File: config.mk
export PLATFORM = sky130hd
export DESIGN_NAME = adder_arbiter_flat
export DESIGN_NICKNAME = d
export VERILOG_FILES = /design/src/rtl/adder_arb_pkg.sv /design/src/rtl/adder_arbiter_if.sv /design/src/rtl/adder.sv /design/src/rtl/adder_arbiter_rr_picker.sv /design/src/rtl/adder_arbiter.sv /design/src/flat_wrapper.sv
export SDC_FILE = /design/constraint.sdc
export NUM_CORES = 1
export LEC_CHECK = 0
export CAP_MARGIN = 20
export CORE_ASPECT_RATIO = 0.75
export CORE_MARGIN = 8
export CORE_UTILIZATION = 40
export DETAILED_ROUTE_END_ITERATION = 7
export DONT_BUFFER_PORTS = 1
export PLACE_DENSITY = 0.64
export SYNTH_ARGS = -nofsm -noshare
export SYNTH_HDL_FRONTEND = slang
export SYNTH_SLANG_ARGS = --single-unit
File: constraint.sdc
create_clock -name clk -period 3.4 [get_ports clk]
set_input_delay 0.51 -clock clk [delete_from_list [all_inputs] [get_ports clk]]
set_output_delay 0.51 -clock clk [all_outputs]
set_load 0.02 [all_outputs]
File: src/rtl/adder_arb_pkg.sv
// Shared types and helpers for the round-robin adder arbiter.
// Optional statistics counters are enabled with ADDER_ARB_STATS_EN.
package adder_arb_pkg;

   localparam int OPW    = 6;
   localparam int SUMW   = 7;
   localparam int MAXREQ = 8;

   typedef enum logic [1:0] {
      IDLE,
      EXEC,
      RESP
   } state_t;

   // First set bit of req at or above ptr, wrapping modulo n; one-hot result.
   function automatic logic [MAXREQ-1:0] rr_pick(
      input logic [MAXREQ-1:0] req,
      input logic [2:0]        ptr,
      input int                n
   );
      logic [MAXREQ-1:0] g;
      logic              hit;
      int                idx;
      g   = '0;
      hit = 1'b0;
      for (int k = 0; k < MAXREQ; k++) begin
         if (k < n) begin
            idx = (int'(ptr) + k) % n;
            if (!hit && req[idx[2:0]]) begin
               g[idx[2:0]] = 1'b1;
               hit         = 1'b1;
            end
         end
      end
      return g;
   endfunction

endpackage

File: src/rtl/adder_arbiter_if.sv
// Requester and response handshake bundle for adder_arbiter.
// Used unchanged whether or not ADDER_ARB_STATS_EN is defined.
interface adder_arbiter_if
   import adder_arb_pkg::*;
#(
   parameter int NREQ = 4
);
   localparam int IDW = $clog2(NREQ);

   logic [NREQ-1:0]     req_valid;
   logic [NREQ-1:0]     req_ready;
   logic [OPW*NREQ-1:0] req_x;
   logic [OPW*NREQ-1:0] req_y;
   logic                rsp_valid;
   logic                rsp_ready;
   logic [SUMW-1:0]     rsp_s;
   logic [IDW-1:0]      rsp_id;

   modport master (
      output req_valid, req_x, req_y, rsp_ready,
      input  req_ready, rsp_valid, rsp_s, rsp_id
   );

   modport slave (
      input  req_valid, req_x, req_y, rsp_ready,
      output req_ready, rsp_valid, rsp_s, rsp_id
   );

endinterface

File: src/rtl/adder.sv
// Existing 6-bit combinational adder; s[6] is the carry-out.
// Unaffected by ADDER_ARB_STATS_EN.
module adder (
   input  logic [5:0] x,
   input  logic [5:0] y,
   output logic [6:0] s
);
   assign s = {1'b0, x} + {1'b0, y};
endmodule

File: src/rtl/adder_arbiter_rr_picker.sv
// Combinational round-robin priority select over NREQ requesters.
// Unaffected by ADDER_ARB_STATS_EN.
module adder_arbiter_rr_picker
   import adder_arb_pkg::*;
#(
   parameter int NREQ = 4,
   parameter int IDW  = $clog2(NREQ)
) (
   input  logic [NREQ-1:0] i_req,
   input  logic [IDW-1:0]  i_ptr,
   output logic [NREQ-1:0] o_grant,
   output logic [IDW-1:0]  o_gid,
   output logic            o_any
);
   logic [MAXREQ-1:0] w_req8;
   logic [2:0]        w_ptr3;
   logic [MAXREQ-1:0] w_g8;

   always_comb begin
      w_req8             = '0;
      w_req8[NREQ-1:0]   = i_req;
      w_ptr3             = '0;
      w_ptr3[IDW-1:0]    = i_ptr;
   end

   assign w_g8    = rr_pick(w_req8, w_ptr3, NREQ);
   assign o_grant = w_g8[NREQ-1:0];
   assign o_any   = |w_g8;

   always_comb begin
      o_gid = '0;
      for (int i = 0; i < NREQ; i++) begin
         if (o_grant[i]) o_gid = IDW'(i);
      end
   end

endmodule

File: src/rtl/adder_arbiter.sv
// Round-robin arbiter sharing one 6-bit adder between NREQ requesters.
// Define ADDER_ARB_STATS_EN to add grant_cnt / carry_cnt counters.
module adder_arbiter
   import adder_arb_pkg::*;
#(
   parameter  int NREQ = 4,
   localparam int IDW  = $clog2(NREQ)
) (
   input  logic                 clk,
   input  logic                 rst,
   adder_arbiter_if.slave       bus
`ifdef ADDER_ARB_STATS_EN
   ,
   output logic [16*NREQ-1:0]   grant_cnt,
   output logic [15:0]          carry_cnt
`endif
);
   state_t          r_state;
   logic [IDW-1:0]  r_rr_ptr;
   logic [OPW-1:0]  r_op_x;
   logic [OPW-1:0]  r_op_y;
   logic [IDW-1:0]  r_op_id;
   logic            r_rsp_valid;
   logic [SUMW-1:0] r_rsp_s;
   logic [IDW-1:0]  r_rsp_id;

   logic [NREQ-1:0] w_grant;
   logic [IDW-1:0]  w_gid;
   logic            w_any;
   logic [IDW-1:0]  w_ptr_nxt;
   logic [OPW-1:0]  w_gx;
   logic [OPW-1:0]  w_gy;
   logic [SUMW-1:0] w_sum;
   logic            w_req_hs;
   logic            w_rsp_hs;

   adder_arbiter_rr_picker #(
      .NREQ (NREQ),
      .IDW  (IDW)
   ) u_pick (
      .i_req   (bus.req_valid),
      .i_ptr   (r_rr_ptr),
      .o_grant (w_grant),
      .o_gid   (w_gid),
      .o_any   (w_any)
   );

   // The adder sees only the registered operands.
   adder u_adder (
      .x (r_op_x),
      .y (r_op_y),
      .s (w_sum)
   );

   always_comb begin
      w_gx = '0;
      w_gy = '0;
      for (int i = 0; i < NREQ; i++) begin
         if (w_grant[i]) begin
            w_gx = bus.req_x[OPW*i +: OPW];
            w_gy = bus.req_y[OPW*i +: OPW];
         end
      end
   end

   assign w_ptr_nxt = (w_gid == IDW'(NREQ-1)) ? '0 : w_gid + 1'b1;
   assign w_req_hs  = (r_state == IDLE) && w_any && !rst;
   assign w_rsp_hs  = r_rsp_valid && bus.rsp_ready;

   assign bus.req_ready = w_req_hs ? w_grant : '0;
   assign bus.rsp_valid = r_rsp_valid;
   assign bus.rsp_s     = r_rsp_s;
   assign bus.rsp_id    = r_rsp_id;

   always_ff @(posedge clk or posedge rst) begin
      if (rst) begin
         r_state     <= IDLE;
         r_rr_ptr    <= '0;
         r_op_x      <= '0;
         r_op_y      <= '0;
         r_op_id     <= '0;
         r_rsp_valid <= 1'b0;
         r_rsp_s     <= '0;
         r_rsp_id    <= '0;
      end else begin
         unique case (r_state)
            IDLE: begin
               if (w_any) begin
                  r_op_x   <= w_gx;
                  r_op_y   <= w_gy;
                  r_op_id  <= w_gid;
                  r_rr_ptr <= w_ptr_nxt;
                  r_state  <= EXEC;
               end
            end
            EXEC: begin
               r_rsp_s     <= w_sum;
               r_rsp_id    <= r_op_id;
               r_rsp_valid <= 1'b1;
               r_state     <= RESP;
            end
            RESP: begin
               if (bus.rsp_ready) begin
                  r_rsp_valid <= 1'b0;
                  r_state     <= IDLE;
               end
            end
            default: r_state <= IDLE;
         endcase
      end
   end

`ifdef ADDER_ARB_STATS_EN
   logic [15:0] r_gcnt [NREQ];
   logic [15:0] r_ccnt;

   always_ff @(posedge clk or posedge rst) begin
      if (rst) begin
         for (int i = 0; i < NREQ; i++) r_gcnt[i] <= '0;
         r_ccnt <= '0;
      end else begin
         for (int i = 0; i < NREQ; i++) begin
            if (w_req_hs && w_grant[i] && r_gcnt[i] != 16'hFFFF)
               r_gcnt[i] <= r_gcnt[i] + 16'd1;
         end
         if (w_rsp_hs && r_rsp_s[SUMW-1] && r_ccnt != 16'hFFFF)
            r_ccnt <= r_ccnt + 16'd1;
      end
   end

   for (genvar g = 0; g < NREQ; g++) begin : g_cnt
      assign grant_cnt[16*g +: 16] = r_gcnt[g];
   end
   assign carry_cnt = r_ccnt;
`else
   logic w_unused;
   assign w_unused = w_rsp_hs;
`endif

endmodule

File: src/flat_wrapper.sv
// flat-port wrapper written by rule: the top's interface ports become plain ports
module adder_arbiter_flat import adder_arb_pkg::*;
#(
   parameter  int NREQ = 4,
   localparam int IDW  = $clog2(NREQ)
)
  (clk, rst, bus_req_valid, bus_req_x, bus_req_y, bus_rsp_ready, bus_req_ready, bus_rsp_valid, bus_rsp_s, bus_rsp_id);
  adder_arbiter_if #(.NREQ(NREQ)) bus_i ();
  input  logic clk;
  input  logic rst;
  input wire logic [$bits(bus_i.req_valid)-1:0] bus_req_valid;
  input wire logic [$bits(bus_i.req_x)-1:0] bus_req_x;
  input wire logic [$bits(bus_i.req_y)-1:0] bus_req_y;
  input wire logic [$bits(bus_i.rsp_ready)-1:0] bus_rsp_ready;
  output wire logic [$bits(bus_i.req_ready)-1:0] bus_req_ready;
  output wire logic [$bits(bus_i.rsp_valid)-1:0] bus_rsp_valid;
  output wire logic [$bits(bus_i.rsp_s)-1:0] bus_rsp_s;
  output wire logic [$bits(bus_i.rsp_id)-1:0] bus_rsp_id;
  assign bus_i.req_valid = bus_req_valid;
  assign bus_i.req_x = bus_req_x;
  assign bus_i.req_y = bus_req_y;
  assign bus_i.rsp_ready = bus_rsp_ready;
  assign bus_req_ready = bus_i.req_ready;
  assign bus_rsp_valid = bus_i.rsp_valid;
  assign bus_rsp_s = bus_i.rsp_s;
  assign bus_rsp_id = bus_i.rsp_id;
  adder_arbiter #(.NREQ(NREQ)) u_core (.clk(clk), .rst(rst), .bus(bus_i));
endmodule
# Word level (Yosys, flattened, before mapping)
# Cells that the tools add are included.
# W data, S select, Z words.
word_totals:
  word_cells: 95
  register_bits: 28
  out_inout_bits: 14
  in_bits: 55
classes:
  reduce_logical: 22
  magnitude_cmp: 8
  eq_ne: 5
  mux: 41
  addsub: 5
  bitwise_logic: 6
ops:
  columns: ["operator", "n"]
  rows:
  - ["$mux W6", 8]
  - ["$mux W8", 3]
  - ["$or A8 B8 Y8", 3]
  - ["$mux W1", 13]
  - ["$lt A3 B4 Y1 const B", 3]
  - ["$mux W2", 5]
  - ["$bmux W1 S3", 3]
  - ["$demux W1 S3", 3]
  - ["$ge A3 B1 Y1 const B", 3]
  - ["$logic_and A1 B1 Y1", 9]
  - ["$mux W4", 2]
  - ["$reduce_or A8 Y1", 1]
  - ["$add A6 B6 Y7", 1]
  - ["$pmux W2 S3", 1]
  - ["$reduce_and A2 Y1", 3]
  - ["$reduce_or A2 Y1", 3]
  - ["$add A2 B1 Y2 const B", 2]
  - ["$add A2 B2 Y2 const B", 2]
  - ["$eq A2 B2 Y1 const B", 2]
  - ["$logic_not A1 Y1", 4]
  - ["$lt A2 B4 Y1 const B", 1]
  - ["$and A1 B1 Y1 const A", 3]
  - ["$bmux W1 S2", 1]
  - ["$demux W1 S2", 1]
  - ["7 further kinds", 7]

# Logic depth before layout (Yosys ltp)
# Gate-level depths: netlist of the first run.
logic_depth:
  depth_word: 18
  depth_mapped: 11

# Modules after synthesis
# From an unflattened synthesis of the first run, not the netlist that was laid out.
hier_totals:
  hier_cells: 213
  area_unflattened_um2: 2125.8
by_module_without_submodules:
  columns: ["mod", "cells_each", "area_per_inst_um2", "seq_area_each_um2", "n_inst"]
  rows:
  - ["adder_arbiter", 148, 1532.7, 700.7, 1]
  - ["adder_arbiter_rr_picker", 37, 350.3, 0.0, 1]
  - ["adder", 28, 242.7, 0.0, 1]

# Least setup slack after synthesis of the first run
# OpenSTA, ideal clock, no wires.
synth_path:
  path_type: "register -> output"
  startpoint: "reg u_core.r_rr_ptr[1]"
  endpoint: "out bus_req_ready[3]"
  arrival_time_ns: 2.696
  required_ns: 2.890
  path_stages_with_launch: 10
  setup_slack_ns: 0.194
  path_cell_list: "dfrtp_1 inv_1 ha_1 or3b_1 or3_4 a21oi_4 o21ai_2 and2_1 buf_2 nor2_1"
synth_via:
  elab_chain_cells: 17
  elab_cells_between_ends: 57
  cone_classes: "add/sub: 3; order compare: 8; mux: 24; bitwise: 6; reduce/logical: 16"
synth_lines:
  columns: ["element", "line", "rtl"]
  rows:
  - ["from (decl)", "adder_arbiter.sv:19", "logic [IDW-1:0] r_rr_ptr;"]
  - ["from (signal assigned)", "adder_arbiter.sv:92", "r_rr_ptr <= w_ptr_nxt;"]
  - ["$add A2 B1 Y2", "adder_arb_pkg.sv:28", "idx = (int'(ptr) + k) % n;"]
  - ["$reduce_or A2 Y1 (no line)", null, null]
  - ["$and A1 B1 Y1 (no line)", null, null]
  - ["$lt A3 B4 Y1 (implied by the code) (tied with other cells)", "adder_arb_pkg.sv:30", "g[idx[2:0]] = 1'b1;"]
  - ["$logic_and A1 B1 Y1 (implied by the code) / $mux W1 (equally long branches)", "adder_arb_pkg.sv:30, adder_arb_pkg.sv:29", null]
  - ["$mux W1 (implied by the code) / $logic_and A1 B1 Y1 (equally long branches)", "adder_arb_pkg.sv:30, adder_arb_pkg.sv:29", null]
  - ["$demux W1 S3 / $mux W1 (equally long branches)", "adder_arb_pkg.sv:30, adder_arb_pkg.sv:29", null]
  - ["$or A8 B8 Y8 (no line) / $logic_not A1 Y1 (equally long branches)", null, null]
  - ["$mux W8 / $logic_and A1 B1 Y1 (equally long branches)", "adder_arb_pkg.sv:29", "if (!hit && req[idx[2:0]]) begin"]
  - ["$or A8 B8 Y8 (no line) / $mux W1 (equally long branches)", null, null]
  - ["$mux W8 / $logic_not A1 Y1 (equally long branches)", "adder_arb_pkg.sv:29", null]
  - ["$or A8 B8 Y8 (no line) / $logic_and A1 B1 Y1 (equally long branches)", null, null]
  - ["$mux W8 *", "adder_arb_pkg.sv:29", null]
  - ["$reduce_or A8 Y1", "adder_arbiter_rr_picker.sv:28", "assign o_any = |w_g8;"]
  - ["$logic_and A1 B1 Y1 (2 in series)", "adder_arbiter.sv:67", "assign w_req_hs = (r_state == IDLE) && w_any && !rst;"]
  - ["$mux W4 *", "adder_arbiter.sv:70", "assign bus.req_ready = w_req_hs ? w_grant : '0;"]
  - ["to (decl)", "flat_wrapper.sv:15", "output wire logic [$bits(bus_i.req_ready)-1:0] bus_req_ready;"]
# Every way passes the cells marked *; elsewhere a longest branch is shown, timed or not. The select of a mux whose other input is x is not followed.

# Worst setup path in the final report of the first run
layout_path:
  startpoint: "reg u_core.r_rr_ptr[0]"
  endpoint: "out bus_req_ready[2]"
# Same word-level chain as after synthesis.

==> impl.org, run 1 <==
** Yosys
- Synth area leader :: sky130_fd_sc_hd__dfrtp_1
- Of the total synthesized cell area, the portion taken by full adders, half adders and majority gates is 0.0659.
- Proportion of synthesized area in mux cells :: 0.0436
- Of the synthesized area, sequential elements account for 0.271.
- Number of distinct standard cells referenced by the synthesized netlist :: 56
- Main area contributors after synthesis :: sky130_fd_sc_hd__dfrtp_1, sky130_fd_sc_hd__ha_1, sky130_fd_sc_hd__nand2_1
- When the netlist entered floorplanning its net count stood at 356.
- The Yosys step of the flow raised 0 warnings.
- The share of synthesized area in the top cell type comes to 0.271.
- Cell area after synthesis :: 2580 um2
- Largest family of logic cells by synthesized area :: compound AO/OA/AOI/OAI gates
- Of the total synthesized cell area, the portion taken by XOR and XNOR cells is 0.0136.
- After synthesis, the share of flip-flops with an asynchronous set or reset is 1.00.
- Of the total synthesized cell area, the portion taken by AND, OR, NAND and NOR gates is 0.151.
- Synthesis produced a netlist whose cell count is 288.
- Complex-gate fraction of the synthesized area :: 0.371
- A synthesized cell averages 8.97 um2.
- The synthesized design contains 28 register bits.
- For this run, the leading register cell type out of synthesis is sky130_fd_sc_hd__dfrtp_1.
- In this run, synthesis inferred 0 flip-flops with an integrated enable.

** Setup path
- Slowest Stage Delay on Critical Path :: 0.61 ns
- Worst reg-to-reg path cell count :: 10
- The worst register-to-register path has a setup slack of 0.34 ns.
- At the worst endpoint, the required time is 2.89 ns.
- The worst setup path is launched from a flop.
- The worst register-to-register path ends at u_core.r_op_x[4].
- The worst register-to-register path begins at u_core.r_rr_ptr[0].
- Critical path endpoint category :: output port
- Crit path cell chain :: inv_2 -> ha_1 -> mux4_2 -> nand2_1 -> o21ai_2 -> or2_4 -> nor2_4 -> nor2_1 -> buf_4
- Kind of cell adding the most delay to the critical path :: simple AND/OR/NAND/NOR gates
- Depth of the critical timing path with buffers and inverters included :: 9
- Slowest stage cell, crit path :: sky130_fd_sc_hd__mux4_2
- Tracing the worst setup path back leads to its startpoint at u_core.r_rr_ptr[0].
- Worst-path fanout max :: 14
- Critical Setup Path Class :: flop to output port
- Together, buffers and inverters on the worst path number 2.
- STA puts the critical path data arrival time at 2.75 ns.

** Power
- Across the VDD grid, the largest voltage drop is 500 uV.
- Power density over the cells :: 1240 nW/um2
- Design Power :: 3.40 mW
- Leakage :: 1.12 nW

** Floorplan
- The floorplan step defined a die boundary enclosing 9310 um2.
- After floorplanning, the core was sized to cover 6290 um2.
- Total number of placement rows :: 25
- 69 I/O pins were placed.
- The die is 109 um wide.
- Initial core utilization :: 0.411
- In this run the vertical extent of the chip is 85.6 um.

** Finish
- After routing the design area is 2750 um2.
- Leading cell type in the layout, fill and taps excluded :: sky130_fd_sc_hd__nand2_1
- The top cell types in the final layout, fill and taps aside, are sky130_fd_sc_hd__nand2_1, sky130_fd_sc_hd__dfrtp_1, sky130_fd_sc_hd__inv_1.
- Compared with the post-synthesis result, the final layout area differs by 6.64%.
- For this run, the number of standard cells in the final layout without fillers is 370.
- Share of the core filled with cells :: 0.438
- In the final layout, the share of cells above drive strength 1 is 0.197.
- Antenna diodes :: 0
- Final net count :: 359

** Detailed routing
- Routed WL :: 7.50 mm
- WL/cell :: 20.3 um
- Count of vias placed by the detailed router :: 2284
- Post-route DRC :: 0
- Using the TritonRoute via totals, the vias-per-cell ratio works out to 6.17.
- The detail route stage leaves a number of antenna-violating nets equal to 0.
- Number of DRC markers after the initial detailed-route iteration :: 171
- DRT Pass-1 Iters :: 4

** Place
- After detailed placement, the total cell area comes to 2700 um2.
- Including well taps, the total number of placed cells is 367.
- Number of port buffers :: 0
- Final Wtd Congestion :: 0.822
- The HPWL after detailed placement is 5.96 mm.
- Before CTS, the worst setup slack after placement is 0.329 ns.

** Timing
- RSZ-0062 raised after global routing :: no
- Max Clk Rate :: 307 MHz
- For the final routed database, the setup TNS stands at 0 ns.
- Worst hold slack :: 0.232 ns
- Final critical-path setup slack :: 0.142 ns
- Setup violations remaining at the end of the flow were counted as 0.
- Share of the clock period used by the worst path :: 0.958
- At the pin with the least slew margin, the transition time is 0.584 ns.
- Headroom to the max-slew limit came out at 0.608.
- The smallest clock period supported by the final layout is computed as 3.26 ns.
- For the final database, setup skew stands at 0.00450 ns.
- The hold violation count in the final report is 0.
- The count of final max-slew check failures is 0.

** Clock tree
- Number of buffers on the longest clock path :: 2
- In this run, CTS created clock tree buffers numbering 3.
- Setup Buffers After CTS :: 0
- Clock-pin slew on the worst setup and hold paths :: 0.09 ns
- Clock Sinks :: 28
- Clock root buffer master :: sky130_fd_sc_hd__clkbuf_8
- Clock insertion delay at the later pin of the skew report :: 0.28 ns
- CTS built an H-tree with a depth of 1.
- Gates resized during post-CTS repair numbered 0.
- Clock tree from TritonCTS :: done
- Buffers inserted to repair hold after CTS numbered 0.

** Hold path
- Worst min path class :: input pin to async pin

** Outcome
- The run finished with clean final reports.

** Global routing
- The initial antenna violation count was 0.
- Entering global routing, the biggest net connects 29 pins.
- GRT Total Usage :: 0.163
- GRT Residual Overflow :: 0
- The first global-routing pass estimated 12.3 mm of wire.
- The number of global-route vias before repair came to 2269.

** Job
- Maximum capacitance violations :: 0
## worst max-delay path by stage
stage	endpoint	slack, ns
2_1_floorplan	bus_req_ready[3]	0.19
3_3_place_gp	bus_req_ready[0]	0.39
3_5_place_dp	bus_req_ready[2]	0.33
4_1_cts	bus_req_ready[2]	0.003
5_1_grt	bus_req_ready[2]	0.004
6_report	bus_req_ready[2]	0.14
## power by group
group / switching [mW] / internal, mW
logic: 1.53 / 1.01
clock network: 0.102 / 0.0797
registers: 0.177 / 0.505
## per-layer routing
layer  part of all wire  vias to the layer above  GRT usage
li1                   -                     1094          -
met3               0.10                        4     0.0577
met1               0.47                     1103      0.232
met4             0.0028                        0    0.00991
met5                  0                        -          0
met2               0.43                       83      0.241
## kinds of logic (layout without fill, tap and decap cells)
logic type,count (synthesis),after routing
compound gates,113,113
simple gates,77,77
fa+ha+maj,13,13
flops,28,28
xor+xnor,4,4
buf+inv,46,47
mux,7,7
## cell usage after synthesis (3+ instances only)
library cell                instances
sky130_fd_sc_hd__a2111oi_0          3
sky130_fd_sc_hd__a2111oi_2          7
sky130_fd_sc_hd__a211oi_1          11
sky130_fd_sc_hd__a21o_1             5
sky130_fd_sc_hd__a21oi_1            7
sky130_fd_sc_hd__buf_2              7
sky130_fd_sc_hd__buf_6              4
sky130_fd_sc_hd__clkbuf_1           8
sky130_fd_sc_hd__dfrtp_1           28
sky130_fd_sc_hd__ha_1              12
sky130_fd_sc_hd__inv_1             24
sky130_fd_sc_hd__mux2_2             4
sky130_fd_sc_hd__mux4_2             3
sky130_fd_sc_hd__nand2_1           32
sky130_fd_sc_hd__nand3_1            3
sky130_fd_sc_hd__nor2_1            11
sky130_fd_sc_hd__nor2b_1           15
sky130_fd_sc_hd__o2111ai_1         12
sky130_fd_sc_hd__o21ai_0           23
sky130_fd_sc_hd__o21ai_2            4
sky130_fd_sc_hd__o221ai_1          12
sky130_fd_sc_hd__o2bb2ai_1         11
## registers in the layout (all words and copies together) (netlist names)
signal,cells
u_core.bus.rsp_s,7
u_core.r_op_x,6
u_core.r_op_y,6
u_core.bus.rsp_id,2
u_core.r_op_id,2
u_core.r_rr_ptr,2
u_core.r_state,2
u_core.bus.rsp_valid,1
## final cells by class
| cell class | count | area (um2) |
|---|---|---|
| clock buffer | 3 | 41.3 |
| fill | 646 | 3530 |
| inverter | 26 | 97.6 |
| multi-input combinational | 214 | 1680 |
| sequential | 28 | 701 |
| tap | 81 | 101 |
| timing repair buffer | 18 | 135 |
## worst reg2reg max path, cell delays in order, from the launching register on
cell	delay (ns)
sky130_fd_sc_hd__dfrtp_1	0.38
sky130_fd_sc_hd__inv_2	0.07
sky130_fd_sc_hd__ha_1	0.36
sky130_fd_sc_hd__mux4_2	0.61
sky130_fd_sc_hd__a221oi_2	0.22
sky130_fd_sc_hd__o31ai_1	0.11
sky130_fd_sc_hd__a31oi_2	0.25
sky130_fd_sc_hd__nand3_2	0.32
sky130_fd_sc_hd__o21ai_2	0.33
sky130_fd_sc_hd__buf_4	0.22
sky130_fd_sc_hd__o2bb2ai_1	0.13
No activity file was read; power rests on OpenSTA's default activity.
==> run 2, diff against run 1 <==
==> constraint.sdc (replaced) <==
create_clock -name clk -period 3.4 [get_ports clk]
set_input_delay 0.68 -clock clk [delete_from_list [all_inputs] [get_ports clk]]
set_output_delay 0.68 -clock clk [all_outputs]
set_load 0.02 [all_outputs]
==> impl.org, run 2 (synthesis gave the netlist of run 1 again) <==
** Outcome
- Outcome :: completed

** Global routing
- The initial antenna violation count is 0.
- GRT Total Usage :: 0.162
- The total overflow left after global routing is 0.
- Via count of the first global-routing pass :: 2216
- Wire length of the first global-routing pass :: 12.2 mm
- Maximum number of pins on one net before global-route repair :: 29

** Timing
- The hold violation count in the final report was 0.
- Worst hold slack :: 0.425 ns
- Worst slew pin tran :: 0.540 ns
- Shortest clock period the worst path allows after layout :: 3.19 ns
- Setup-violating endpoint count in the final report :: 0
- For the final routed database, the setup TNS stands at 0 ns.
- In the post-route analysis, the smallest setup slack over all paths is 0.214 ns.
- Max-slew violations :: 0
- Dividing the final minimum period by the clock period gives 0.937.
- Maximum clock skew at final layout :: 0.00517 ns
- Measured against its own limit, the worst slew margin works out to 0.640.
- Based on the critical path, the design can be clocked at up to 314 MHz.
- Setup repair after global routing left no endpoint under its margin.

** Job
- Maximum capacitance violations :: 0

** Finish
- Share of the core filled with cells :: 0.451
- Filler cell count in the final layout :: 605
- Fraction of final layout cells sized beyond drive strength 1 :: 0.215
- Leaving out fill and tap cells, the most frequent cell in the layout is sky130_fd_sc_hd__nand2_1.
- The register with the most flip-flops in the layout has 7 of them.
- The top cell types in the final layout, fill and taps aside, are sky130_fd_sc_hd__nand2_1, sky130_fd_sc_hd__dfrtp_1, sky130_fd_sc_hd__inv_1.
- The final layout contains 362 nets.
- The area growth from synthesis to layout is 9.88%.
- Filler-free cell count of the finished design :: 374
- The number of antenna diodes in the final layout is 0.

** Floorplan
- The die covers 9310 um2.
- The floorplan has 25 rows.
- Standard cell core area :: 6290 um2
- For this design the top-level I/O count stands at 69.
- The initial utilization of the core area, before any placement, comes to 0.411.
- The die is 109 um wide.
- DIE HEIGHT :: 85.6 um

** Detailed routing
- The final layout contains routed wiring with a total length of 7.43 mm.
- For this run, design rule violations remaining after detail routing come to 0.
- Highest metal layer used by the detailed router :: met4
- After detailed routing, the number of vias per cell comes to 6.07.
- Routed wire length on met3 :: 731 um
- Antenna Nets Post-Route :: 0
- The detailed router finished its first iteration with 164 violations.
- For this run, the detailed router's first-pass iteration total came to 4.
- Post-Route M1 WL :: 3.44 mm
- Count of vias placed by the detailed router :: 2269
- Dividing the detail-routed wire length by the instance count gives 19.9 um.
- Detailed routing placed a total of 3.23 mm of wire on met2.

** Setup path
- The startpoint identified for the worst register-to-register timing path is u_core.r_rr_ptr[1].
- Data on the critical path is required at its endpoint by 2.72 ns.
- Arrival time reported for the critical path endpoint :: 2.51 ns
- The number of buffers and inverters on the critical path is 1.
- Worst setup path startpoint :: u_core.r_rr_ptr[1]
- For this run, the slowest stage of the critical path takes 0.59 ns.
- STA classifies the critical path endpoint as an output port.
- Walking the worst path, the cells encountered are inv_1 -> ha_4 -> mux4_2 -> a221oi_2 -> o31ai_2 -> a31oi_2 -> nor2_4.
- Critical Setup Path Class :: flop to output port
- Kind of cell adding the most delay to the critical path :: compound AO/OA/AOI/OAI gates
- Slowest stage cell, crit path :: sky130_fd_sc_hd__mux4_2
- Along the worst path, the maximum fanout reaches 5.
- The worst setup path is launched from a flop.

** Clock tree
- CTS built an H-tree with a depth of 1.
- Clock root buffer master :: sky130_fd_sc_hd__clkbuf_8
- Clock tree from TritonCTS :: done
- Clock-pin slew on the worst setup and hold paths :: 0.09 ns
- The number of clock buffers added by TritonCTS is 3.
- Clock Sinks :: 28
- Clock insertion delay at the later pin of the skew report :: 0.28 ns
- The longest clock path from root to sink contains 2 buffers.

** Power
- The worst-case IR drop observed on VDD is 535 uV.
- Summed over all cells, the static leakage comes to 1.15 nW.
- In this run the power density over the cells is 1260 nW/um2.

** Place
- Detailed placement ended at an HPWL of 5.93 mm.
- Final Wtd Congestion :: 0.820
- Post-place setup slack :: 0.259 ns
- Number of placed cells counting well taps :: 369
- Number of port buffers :: 0

** Hold path
- Worst min path class :: input pin to async pin
[run 2: final timing paths]
check                                       end  slack [ns]  cells past startpoint
max                            bus_req_ready[0]        0.21                      7
min reg2reg                u_core.bus.rsp_valid        0.50                      1
max in group asynchronous      u_core.r_op_x[1]        2.72                      2
max reg2reg                    u_core.r_op_x[1]        0.37                     10
min                         u_core.bus.rsp_s[3]        0.42                      2
min in group clk           u_core.bus.rsp_valid        0.50                      1
[run 2: timing repair]
| action | in CTS | in global routing |
|---|---|---|
| hold endpoints to repair | 0 | 0 |
| hold buffers | 0 | 0 |
| resized for setup | 2 | 7 |
| setup endpoints to repair | 3 | 5 |
| buffers inserted | 1 | 0 |
| pin swaps | 1 | 0 |
[run 2: cell type report]
class | count | area [um2] | share of cell area
Multi-Input combinational cell | 214 | 1710 | 0.602
Sequential cell | 28 | 701 | 0.247
Timing Repair Buffer | 21 | 158 | 0.0556
Tap cell | 81 | 101 | 0.0357
Inverter | 26 | 97.6 | 0.0344
Clock buffer | 3 | 41.3 | 0.0146
Clock inverter | 1 | 30.0 | 0.0106
[run 2: layer usage]
layer / vias to the layer above / global-route usage
met1: 1088 / 0.233
met3: 2 / 0.0494
met2: 84 / 0.242
li1: 1095 / -
met4: 0 / 0.00867
met5: - / 0
[run 2: where the power goes]
group	switching, mW	internal (mW)
Combinational	1.57	1.07
Sequential	0.173	0.505
Clock	0.103	0.158
[run 2: through the flow]
| stage | total power [mW] | area (um2) |
|---|---|---|
| finish | 3.58 | 2840 |
| floorplan | 2.63 | 2580 |
| global route | 3.90 | 2840 |
| detailed placement | 3.20 | 2720 |
| global placement | 3.18 | 2720 |
| CTS | 3.49 | 2800 |
==> run 3, diff against run 2 <==
Settings changed: CORE_MARGIN 8 to 2.
Clock period 3.4 ns to 3.26 ns, I/O delays scaled along.
==> impl.org, run 3 (synthesis gave the netlist of run 1 again) <==
** Outcome
- Outcome :: completed

** Power
- Total power for the finished layout comes to 3.73 mW.
- Combinational cell fraction of total power :: 0.751
- Across the VDD grid, the largest voltage drop is 656 uV.
- Summed over all nets, the switching power comes to 1.96 mW.
- Relative contribution of sequential cells to total power :: 0.190
- Internal power comes to 1.77 mW.
- Dividing total power by cell area gives a power density of 1310 nW/um2.
- Switching part of the total power :: 0.525
- Leakage :: 1.14 nW
- Clock network fraction of total power :: 0.059

** Detailed routing
- For this block, the via count after detailed routing is 2332.
- Number of DRC markers after the initial detailed-route iteration :: 193
- DRT Pass-1 Iters :: 4
- WL/cell :: 19.3 um
- Antenna Nets Post-Route :: 0
- Via-to-Cell Ratio :: 6.25
- In the routed design, unresolved DRC markers number 0.
- Routed WL :: 7.19 mm

** Setup path
- Worst R2R Setup Slack :: 0.24 ns
- For the worst setup path, the data arrival time is 2.48 ns.
- Data required time at the worst endpoint :: 2.61 ns
- Critical path endpoint category :: output port
- The critical path is of the flop to output port type.
- The worst setup path is launched from a flop.
- In this run the worst path has a maximum fanout of 9.

** Finish
- In the final layout, the share of cells above drive strength 1 is 0.226.
- Final net count :: 361
- Leading cell type in the layout, fill and taps excluded :: sky130_fd_sc_hd__nand2_1
- Largest register FFs :: 7
- The number of antenna diodes in the final layout is 0.
- The sequential cells in the finished layout cover a total of 701 um2.
- Summing all multi-input logic gate instances after layout gives 1740 um2.
- Measured on the finished design, the core utilization comes to 0.453.
- Synth-to-Final Area Change :: 10.2%
- The library cells used most frequently in the layout, excluding fill and tap cells, are sky130_fd_sc_hd__nand2_1, sky130_fd_sc_hd__dfrtp_1, sky130_fd_sc_hd__inv_1.
- Filler cell count in the final layout :: 624

** Clock tree
- Clock tree from TritonCTS :: done
- For this design, the sink count on the clock tree is 28.
- After clock tree synthesis, the clock-pin slew on the worst setup and hold paths is 0.09 ns.
- The clock reaches the later pin of the worst-skew pair after 0.28 ns.
- Number of levels the H-tree was split into :: 1
- The longest clock path from root to sink contains 2 buffers.
- Buffers inserted during clock tree synthesis total 3.
- Clock root buffer master :: sky130_fd_sc_hd__clkbuf_8

** Timing
- After layout, the minimum clock period comes to 3.13 ns.
- Setup violations remaining at the end of the flow were counted as 0.
- Based on the critical path, the design can be clocked at up to 319 MHz.
- Count of final hold-check violations :: 0
- Dividing the final minimum period by the clock period gives 0.961.
- The count of final max-slew check failures was 0.
- Maximum clock skew at final layout :: 0.00225 ns
- Final hold analysis gives a worst-case slack of 0.381 ns.
- Slew HR :: 0.631
- RSZ-0062 raised after global routing :: no
- Worst slew pin tran :: 0.554 ns

** Global routing
- The initial antenna violation count was 0.
- Wire length of the first global-routing pass :: 11.6 mm
- Across every metal layer, demand over resource in global routing totals 0.203.
- GRT Residual Overflow :: 0
- Entering global routing, the biggest net connects 29 pins.
- The number of global-route vias before repair came to 2214.

** Floorplan
- For this configuration, the core starts out at a cell density of 0.411.
- The die is 96.8 um wide.
- After floorplanning, the core was sized to cover 6290 um2.
- Count of boundary I/O pins :: 69
- Area of the die :: 7120 um2
- The die is 73.6 um tall.
- In this run the core area contains 25 standard-cell rows.

** Place
- Hpwl dp :: 5.60 mm
- Port buffering added 0 buffers.
- At the end of routability-driven placement, the weighted congestion stood at 0.874.

** Hold path
- In this run the worst hold path is classified as input pin to async pin.

** Job
- The tool flagged a number of max-cap violations equal to 0.
==> run 3: power by group through the flow <==
stage                     combinational [mW]  sequential, mW  clock, mW
after floorplan                         2.05           0.699          0
after global placement                  2.60           0.717          0
after detailed placement                2.62           0.718          0
after CTS                               2.69           0.712      0.225
after global routing                    3.07           0.730      0.240
final                                   2.80           0.709      0.219
==> run 3: routing by layer <==
layer / global-route usage / vias up / wire [um]
met4: 0.0282 / 0 / 76
met5: 0 / - / 0
li1: - / 1096 / -
met3: 0.0419 / 10 / 533
met1: 0.301 / 1117 / 3480
met2: 0.314 / 109 / 3090
==> run 3: area by class of cell <==
class                           instances  area share
Timing Repair Buffer                   20      0.0528
Sequential cell                        28       0.246
Inverter                               26      0.0343
Multi-Input combinational cell        214       0.612
Tap cell                               81      0.0356
Clock buffer                            4      0.0193
==> run 3: per-stage QoR <==
| step | worst slack [ns] | area, um2 | TNS (ns) | std cells |
|---|---|---|---|---|
| 6_report | 0.128 | 2850 | 0 | 373 |
| 5_1_grt | 0.00709 | 2850 | 0 | 373 |
| 4_1_cts | 0.0510 | 2800 | 0 | 373 |
| 3_5_place_dp | 0.0635 | 2710 | 0 | 368 |
| 3_3_place_gp | 0.134 | 2710 | 0 | 368 |
| 2_1_floorplan | -0.00793 | 2590 | -0.00793 | 288 |
==> run 3: worst paths after layout <==
kind                                    start                    to  cells after the start
hold / removal                            rst   u_core.bus.rsp_s[1]                      2
setup / recovery           u_core.r_rr_ptr[1]      bus_req_ready[1]                      8
max in group asynchronous                 rst     u_core.r_op_id[1]                      2
min in group clk            u_core.r_state[1]  u_core.bus.rsp_valid                      1
setup reg to reg           u_core.r_rr_ptr[1]      u_core.r_op_x[3]                      9
hold reg to reg             u_core.r_state[1]  u_core.bus.rsp_valid                      1
==> run 3: critical path: stages, from the launching register on <==
cell                      delay, ns
sky130_fd_sc_hd__dfrtp_1       0.36
sky130_fd_sc_hd__inv_1         0.09
sky130_fd_sc_hd__ha_4          0.30
sky130_fd_sc_hd__or3b_4        0.39
sky130_fd_sc_hd__or3_4         0.35
sky130_fd_sc_hd__a21oi_4       0.23
sky130_fd_sc_hd__o21ai_4       0.13
sky130_fd_sc_hd__a21oi_2       0.17
sky130_fd_sc_hd__buf_4         0.16
==> run 3: repair_timing <==
action	4_1_cts	5_1_grt
resized for setup	3	10
hold buffers	0	0
cloned	0	0
pin swaps	1	3
buffers inserted	1	0
endpoints found under the setup margin	4	5
